`src/rtl/dff_seu_monitor.sv`:
```
// dff_seu_monitor: per-channel DFF-chain upset counters with a framed serial
// snapshot that the Pi reads out through a sampled shift clock.
`timescale 1ns/1ps
module dff_seu_monitor #(
  parameter int unsigned N_CH  = 19,
  parameter int unsigned CNT_W = 16,
  parameter logic [7:0]  HDR   = 8'hA5
) (
  input  logic            CLK_50M,
  input  logic            RST_N,
  input  logic [N_CH-1:0] ch_in,
  input  logic [1:0]      mode,
  input  logic            save_data_pi,
  input  logic            data_clk_pi,
  output logic            data_out_pi,
  output logic            frame_ready
);

  localparam int unsigned FRAME_W = 8 + N_CH * CNT_W;
  localparam int unsigned BIT_W   = $clog2(FRAME_W + 1);
  localparam logic [CNT_W-1:0] CNT_MAX = '1;

  function automatic logic [N_CH-1:0] odd_mask();
    logic [N_CH-1:0] m;
    for (int unsigned i = 0; i < N_CH; i++) m[i] = i[0];
    return m;
  endfunction

  localparam logic [N_CH-1:0] ODD = odd_mask();

  logic [N_CH-1:0]    ch_meta_q, ch_meta_d, ch_sync_q, ch_sync_d;
  logic [1:0]         mode_meta_q, mode_meta_d, mode_sync_q, mode_sync_d;
  logic               save_meta_q, save_meta_d, save_sync_q, save_sync_d;
  logic               dclk_meta_q, dclk_meta_d, dclk_sync_q, dclk_sync_d;
  logic [1:0]         mode_q, mode_d;
  logic               save_q, save_d, dclk_q, dclk_d;
  logic [N_CH-1:0]    prev_q, prev_d, mis_q, mis_d, mis_prev_q, mis_prev_d;
  logic [CNT_W-1:0]   cnt_q [N_CH];
  logic [CNT_W-1:0]   cnt_d [N_CH];
  logic [FRAME_W-1:0] sr_q, sr_d;
  logic [BIT_W-1:0]   bits_q, bits_d;
  logic               ready_q, ready_d;

  logic               mode_chg, save_rise, shift_rise;
  logic [N_CH-1:0]    mis_now, evt;
  logic [FRAME_W-1:0] frame;

  always_ff @(posedge CLK_50M or negedge RST_N) begin
    if (!RST_N) begin
      ch_meta_q   <= '0;
      ch_sync_q   <= '0;
      mode_meta_q <= '0;
      mode_sync_q <= '0;
      save_meta_q <= 1'b0;
      save_sync_q <= 1'b0;
      dclk_meta_q <= 1'b0;
      dclk_sync_q <= 1'b0;
      mode_q      <= '0;
      save_q      <= 1'b0;
      dclk_q      <= 1'b0;
      prev_q      <= '0;
      mis_q       <= '0;
      mis_prev_q  <= '0;
      for (int unsigned i = 0; i < N_CH; i++) cnt_q[i] <= '0;
      sr_q        <= '0;
      bits_q      <= '0;
      ready_q     <= 1'b0;
    end else begin
      ch_meta_q   <= ch_meta_d;
      ch_sync_q   <= ch_sync_d;
      mode_meta_q <= mode_meta_d;
      mode_sync_q <= mode_sync_d;
      save_meta_q <= save_meta_d;
      save_sync_q <= save_sync_d;
      dclk_meta_q <= dclk_meta_d;
      dclk_sync_q <= dclk_sync_d;
      mode_q      <= mode_d;
      save_q      <= save_d;
      dclk_q      <= dclk_d;
      prev_q      <= prev_d;
      mis_q       <= mis_d;
      mis_prev_q  <= mis_prev_d;
      for (int unsigned i = 0; i < N_CH; i++) cnt_q[i] <= cnt_d[i];
      sr_q        <= sr_d;
      bits_q      <= bits_d;
      ready_q     <= ready_d;
    end
  end

  // Synchronisers and edge-detect history
  always_comb begin
    ch_meta_d   = ch_in;
    ch_sync_d   = ch_meta_q;
    mode_meta_d = mode;
    mode_sync_d = mode_meta_q;
    save_meta_d = save_data_pi;
    save_sync_d = save_meta_q;
    dclk_meta_d = data_clk_pi;
    dclk_sync_d = dclk_meta_q;
    mode_d      = mode_sync_q;
    save_d      = save_sync_q;
    dclk_d      = dclk_sync_q;
    mode_chg    = (mode_sync_q != mode_q);
    save_rise   = save_sync_q & ~save_q;
    shift_rise  = dclk_sync_q & ~dclk_q & ready_q;
  end

  // Mismatch pipeline and per-channel saturating event counters
  always_comb begin
    case (mode_q)
      2'd0:    mis_now = ch_sync_q;
      2'd1:    mis_now = ~ch_sync_q;
      2'd2:    mis_now = ch_sync_q ^ ODD;
      default: mis_now = ch_sync_q ^ prev_q;
    endcase
    evt        = (mode_q == 2'd3) ? mis_q : (mis_q & ~mis_prev_q);
    prev_d     = mode_chg ? '0 : ch_sync_q;
    mis_d      = mode_chg ? '0 : mis_now;
    mis_prev_d = mode_chg ? '0 : mis_q;
    for (int unsigned i = 0; i < N_CH; i++) begin
      cnt_d[i] = (save_rise || mode_chg) ? '0 : cnt_q[i];
      if (!mode_chg && evt[i] && (cnt_d[i] != CNT_MAX))
        cnt_d[i] = cnt_d[i] + CNT_W'(1);
    end
  end

  // Frame snapshot and Pi-driven shift-out; a save always restarts the frame
  always_comb begin
    frame = '0;
    frame[FRAME_W-1 -: 8] = HDR;
    for (int unsigned i = 0; i < N_CH; i++)
      frame[FRAME_W - 9 - i * CNT_W -: CNT_W] = cnt_q[i];
    sr_d    = sr_q;
    bits_d  = bits_q;
    ready_d = ready_q;
    if (save_rise) begin
      sr_d    = frame;
      bits_d  = BIT_W'(FRAME_W);
      ready_d = 1'b1;
    end else if (shift_rise) begin
      sr_d    = {sr_q[FRAME_W-2:0], 1'b0};
      bits_d  = bits_q - BIT_W'(1);
      ready_d = (bits_q != BIT_W'(1));
    end
  end

  assign data_out_pi = sr_q[FRAME_W-1];
  assign frame_ready = ready_q;

endmodule

```
`config.mk`:
```
export PLATFORM = sky130hd
export DESIGN_NAME = dff_seu_monitor
export DESIGN_NICKNAME = d
export VERILOG_FILES = /design/src/rtl/dff_seu_monitor.sv
export SDC_FILE = /design/constraint.sdc
export NUM_CORES = 2
export LEC_CHECK = 0
export ABC_AREA = 1
export CORE_ASPECT_RATIO = 0.7
export CORE_MARGIN = 5
export CORE_UTILIZATION = 24
export CTS_BUF_LIST = sky130_fd_sc_hd__clkbuf_4 sky130_fd_sc_hd__clkbuf_8
export CTS_CLUSTER_DIAMETER = 80
export DETAILED_ROUTE_END_ITERATION = 8
export GPL_ROUTABILITY_DRIVEN = 0
export GPL_TIMING_DRIVEN = 0
export SYNTH_ARGS = -nofsm -noshare
export SYNTH_HDL_FRONTEND = slang
export SYNTH_SLANG_ARGS = --single-unit
export TNS_END_PERCENT = 20
```
`constraint.sdc`:
```
create_clock -name CLK_50M -period 2.8 [get_ports CLK_50M]
set_clock_uncertainty 0.2 [all_clocks]
set_input_delay 0.56 -clock CLK_50M [delete_from_list [all_inputs] [get_ports CLK_50M]]
set_output_delay 0.56 -clock CLK_50M [all_outputs]
set_load 0.05 [all_outputs]
```
======== Word level (Yosys, flattened, before mapping) ========
Index checks and enable logic that the tools add are counted.
cells by class
  add/subtract/negate cells ............... 20
  equal/unequal tests ..................... 24
  mux-type cells .......................... 49
  bitwise gates (word level) .............. 10
  reductions and logical operators ........ 42
operators with widths
  operator                 count
  $mux W312                2
  $mux W16                 38
  $add A16 B1 Y16 const B  19
  $ne A16 B16 Y1 const B   19
  $mux W19                 4
  $pmux W19 S3             1
  $logic_and A1 B1 Y1      38
  $not A19 Y19             2
  $and A19 B19 Y19         1
  $xor A19 B19 Y19         1
  $mux W9                  2
  $ne A9 B1 Y1 const B     1
  $not A9 Y9               1
  $sub A9 B1 Y9 const B    1
  $eq A2 B2 Y1 const B     2
  $and A1 B1 Y1            3
  $eq A2 B1 Y1 const B     1
  $logic_not A2 Y1         1
  $mux W1                  2
  $ne A2 B2 Y1             1
  $not A1 Y1               2
  $reduce_bool A2 Y1       1
  $logic_not A1 Y1         1
  $logic_or A1 B1 Y1       1
word-level totals
  bits in registers ....................... 733
  input port bits ......................... 25
  output and inout port bits .............. 2

======== Longest topological paths before layout ========
  word-level depth ........................ 7
  depth in mapped cells ................... 17

======== Worst setup path after synthesis ========
OpenSTA, ideal clock, no wires.
  path type ............................... flip-flop to flip-flop
  from .................................... reg ready_q, in the netlist frame_ready
  to ...................................... reg sr_q[272]
  data arrival time ....................... 2.113 ns
  required time ........................... 2.459 ns
  slack ................................... 0.346 ns
  stages on the path, launching flop included .. 9
  path buffers ............................ 3
  cell sequence ........................... dfrtp_1 -> nand2_1 -> nor2_1 -> nor2_1 -> clkinv_1 -> clkbuf_1 -> clkbuf_1 -> buf_1 -> a31oi_1
between the ends
  word-level cells in the longest chain between the ends .. 2
RTL lines
  element                              RTL line  source
  from (decl)                          42        logic ready_q, ready_d;
  from (signal assigned)               86        ready_q <= ready_d;
  $and A1 B1 Y1                        105       shift_rise = dclk_sync_q & ~dclk_q & ready_q;
  $reduce_bool A2 Y1 (no source line)  --
  to (signal assigned)                 84        sr_q <= sr_d;
  to (decl)                            40        logic [FRAME_W-1:0] sr_q, sr_d;
Every way passes these cells.
A chain may end at the register's enable or synchronous reset.

======== Worst setup path after layout ========
  from .................................... reg save_sync_q, in the netlist save_d
  to ...................................... reg sr_q[158]
between the ends
  word-level cells in the longest chain between the ends .. 2
RTL lines
  element                                                 RTL line  source
  from (decl)                                             33        logic save_meta_q, save_meta_d, save_sync_q, save_sync_d;
  from (signal assigned)                                  74        save_sync_q <= save_sync_d;
  $and A1 B1 Y1 (*)                                       104       save_rise = save_sync_q & ~save_q;
  $mux W312 / $reduce_bool A2 Y1 (equally long branches)  --
Every way passes the cells marked *; elsewhere a longest branch is shown, timed or not.

==> impl_metrics.toml <==
[status]
status = "finished, violations left"
violations = "setup timing"

[cells_and_area]
final_common_cell = "nand2_1"
final_area_mm2 = 0.0501
syn2layout_area_growth_pct = 23.3
mostFrequentLayoutCells = "2063 x nand2_1, 800 x nor2_1, 731 x dfrtp_1"
drive_gt1_share_pct = 14.1
final_nets = 6187

[grt]
grt-ovfl-total = 0
grt.total_usage_pct = 16.6
grt_pass1_vias = 36049
antenna_found_initial = 7
grt_pass1_wl_um = 228000
grt_max_degree = 116

[placed_design]
dp_hpwl_um = 106000
dp_slack_ns = -2.62
post_dp_cell_area_mm2 = 0.0439
io_buffers = 26

[pwr]
vdd_drop_max_v = 0.000394
power.leakage_nw = 22.9
power_frac_seq_pct = 46.8
power_frac_comb_pct = 15.7
cell_internal_pwr_mw = 18.2
clockPowerShare_pct = 37.5
p_switching_mw = 8.00
p_per_area_mw_per_mm2 = 523
sw_frac_of_total_pct = 30.5

[clock_network]
cts_sinks = 733
tritoncts = "built"
cts_buffer_depth = 3
cts_max_level = 3
clk_latency_ns = 0.87
path_clk_slew_ns = 0.07
numCtsBuffers = 112
root_buffer = "clkbuf_8"

[timing]
period_needed_ns = 2.86
final-setup-viol-count = 26
maxSlewViolCount = 0
relSlewSlack_pct = 54.8
worst_slew_pin_slew_ns = 0.678
fmax_mhz = 350
hold_viol = 0
layout_setup_ws_ns = -0.0559
rsz0062_at_grt = "true"
fin_crit_sh_pct = 102
timing.hold.ws_ns = 0.0836

[setup_path]
r2r_start = "save_d$_DFF_PN0_"
path_class = "flip-flop to flip-flop"
critPathLaunchType = "flip-flop"
r2r_setup_slack_ns = -0.06
critPathArrivalTime_ns = 3.41
rr_endpoint = "sr_q[158]$_DFFE_PN0P_"
crit_required_ns = 3.36
cp-end-kind = "flip-flop"
crit_fanout = 10
r2r_cells = 9

[flow_run]
maxCapViolCount = 0

[route]
via_count = 41460
first_pass_iters = 9
drc_errors = 0
postRouteAntennaNets = 0
wl_per_cell_um = 18.5
vias_per_cell = 4.88
postRouteWirelength_um = 157000
dr.first_iter.drc_count = 5597

[floorplanning]
io_pins = 27
std_cell_rows = 126
start_util_pct = 24.1
core_area_mm2 = 0.169
die_h_um = 354
die_w_um = 502
floorplan.die_area_mm2 = 0.178

[synthesis]
yosysSeqAreaShare_pct = 45.1
ys_ff_latch = 733
yosys_warnings = 0
netlist_area_mm2 = 0.0407
netlist_instances = 5854
syn-num-nets = 5881
yosysUniqueCellTypes = 36
syn_area_per_cell_um2 = 6.95

[worst_hold_path]
hold_path.class = "input pin to async pin"
-- flip-flops by register name (all words and copies together), names as in the netlist --
register	cells
dclk_d	1
ch_meta_q	19
save_q	1
bits_q	9
mode_meta_q	2
dclk_meta_q	1
mis_prev_q	19
sr_q	312
ch_sync_q	19
cnt_q	304
mode_q	2
prev_q	19
dclk_q	1
save_d	1
mode_d	2
mis_q	19
frame_ready	1
save_meta_q	1
-- timing repair --
| action | in CTS | in global routing |
|---|---|---|
| endpoints found under the hold margin | 108 | 0 |
| endpoints found under the setup margin | 640 | 790 |
| pin swaps | 18 | 87 |
| hold buffers | 24 | 0 |
| gates resized for setup | 374 | 395 |
| cloned | 2 | 16 |
| setup buffers | 42 | 79 |
-- layer usage --
layer | wire (µm) | global-route usage [%]
met1 | 69800 | 25.1
met2 | 57200 | 21.0
met3 | 24600 | 6.75
met4 | 5350 | 4.86
met5 | 38 | 0
-- how the worst max path moves through the flow --
stage / start / to / slack, ns / cells after the start
3_3_place_gp: RST_N / sr_q[114]$_DFFE_PN0P_ / -33.10 / 1
6_report: save_d$_DFF_PN0_ / sr_q[158]$_DFFE_PN0P_ / -0.06 / 9
5_1_grt: mode_q[1]$_DFF_PN0_ / cnt_q[52]$_DFF_PN0_ / -0.15 / 15
4_1_cts: mode_d[0]$_DFF_PN0_ / cnt_q[77]$_DFF_PN0_ / -0.09 / 18
3_5_place_dp: mode_q[0]$_DFF_PN0_ / cnt_q[143]$_DFF_PN0_ / -2.62 / 8
2_1_floorplan: frame_ready$_DFFE_PN0P_ / sr_q[272]$_DFFE_PN0P_ / 0.35 / 8
-- cells by family after synthesis --
logic type	Yosys count	share of synthesized area, %
compound gates	442	6.44
xor+xnor	86	1.87
fa+ha+maj	2	0.0615
buf+inv	845	8.54
flops	733	45.1
simple gates	3746	38.0
-- worst max-delay path, stage by stage (launching register included) --
cell and delay (ns):
dfrtp_1 0.44, nand2_8 0.20, buf_6 0.26, buf_12 0.24
buf_8 0.23, buf_8 0.25, clkbuf_8 0.25, buf_2 0.27
nand2_1 0.18, a31oi_1 0.20
-- cell usage after synthesis (all sizes together) --
cell	n	area [µm²]
nor3	14	80.1
a21oi	41	205
o21ai	96	499
nor4	3	18.8
inv	574	2150
buf	133	798
nand2	2123	7990
nand4	249	1570
dfrtp	733	18300
nor2	1018	4060
and2	1	6.26
ha	2	25.0
o31ai	1	7.51
nand3	330	1660
o211ai	2	15.0
a31oi	301	1880
clkbuf	135	507
xor2	83	727
a211oi	1	7.51
nand3b	8	60.1
xnor2	3	33.8
clkinv	3	11.3
-- stage by stage --
| stage | cells | utilization, % | TNS [ns] | power (mW) |
|---|---|---|---|---|
| floorplan | 5854 | - | 0 | 14.2 |
| global placement | 8120 | 25.9 | - | 15.7 |
| detailed placement | 8127 | 26.1 | -876.50 | 15.8 |
| CTS | 8392 | 28.5 | -1.53 | 26.0 |
| global route | 8487 | 29.7 | -16.38 | 27.2 |
| finish | 8489 | 29.8 | -0.442 | 26.2 |
-- power by group through the flow --
stage	sequential [mW]	clock [mW]	combinational, mW
2_1_floorplan	12.3	0	1.97
3_5_place_dp	12.4	0	3.43
3_3_place_gp	12.5	0	3.29
6_report	12.3	9.84	4.11
5_1_grt	12.4	10.5	4.39
4_1_cts	12.2	10.0	3.73
-- final cells by class --
| type | instances | area, µm² |
|---|---|---|
| clock inverters | 23 | 214 |
| clock buffers | 175 | 2180 |
| flip-flops and latches | 733 | 18300 |
| plain buffers | 266 | 2360 |
| inverters | 577 | 2180 |
| diodes | 5 | 12.5 |
| multi-input cells | 4276 | 19900 |
| well taps | 2240 | 2800 |
| repair buffers | 194 | 2110 |
| fillers | 17986 | 118000 |
Note: power is estimated with default switching activity, not from simulation.
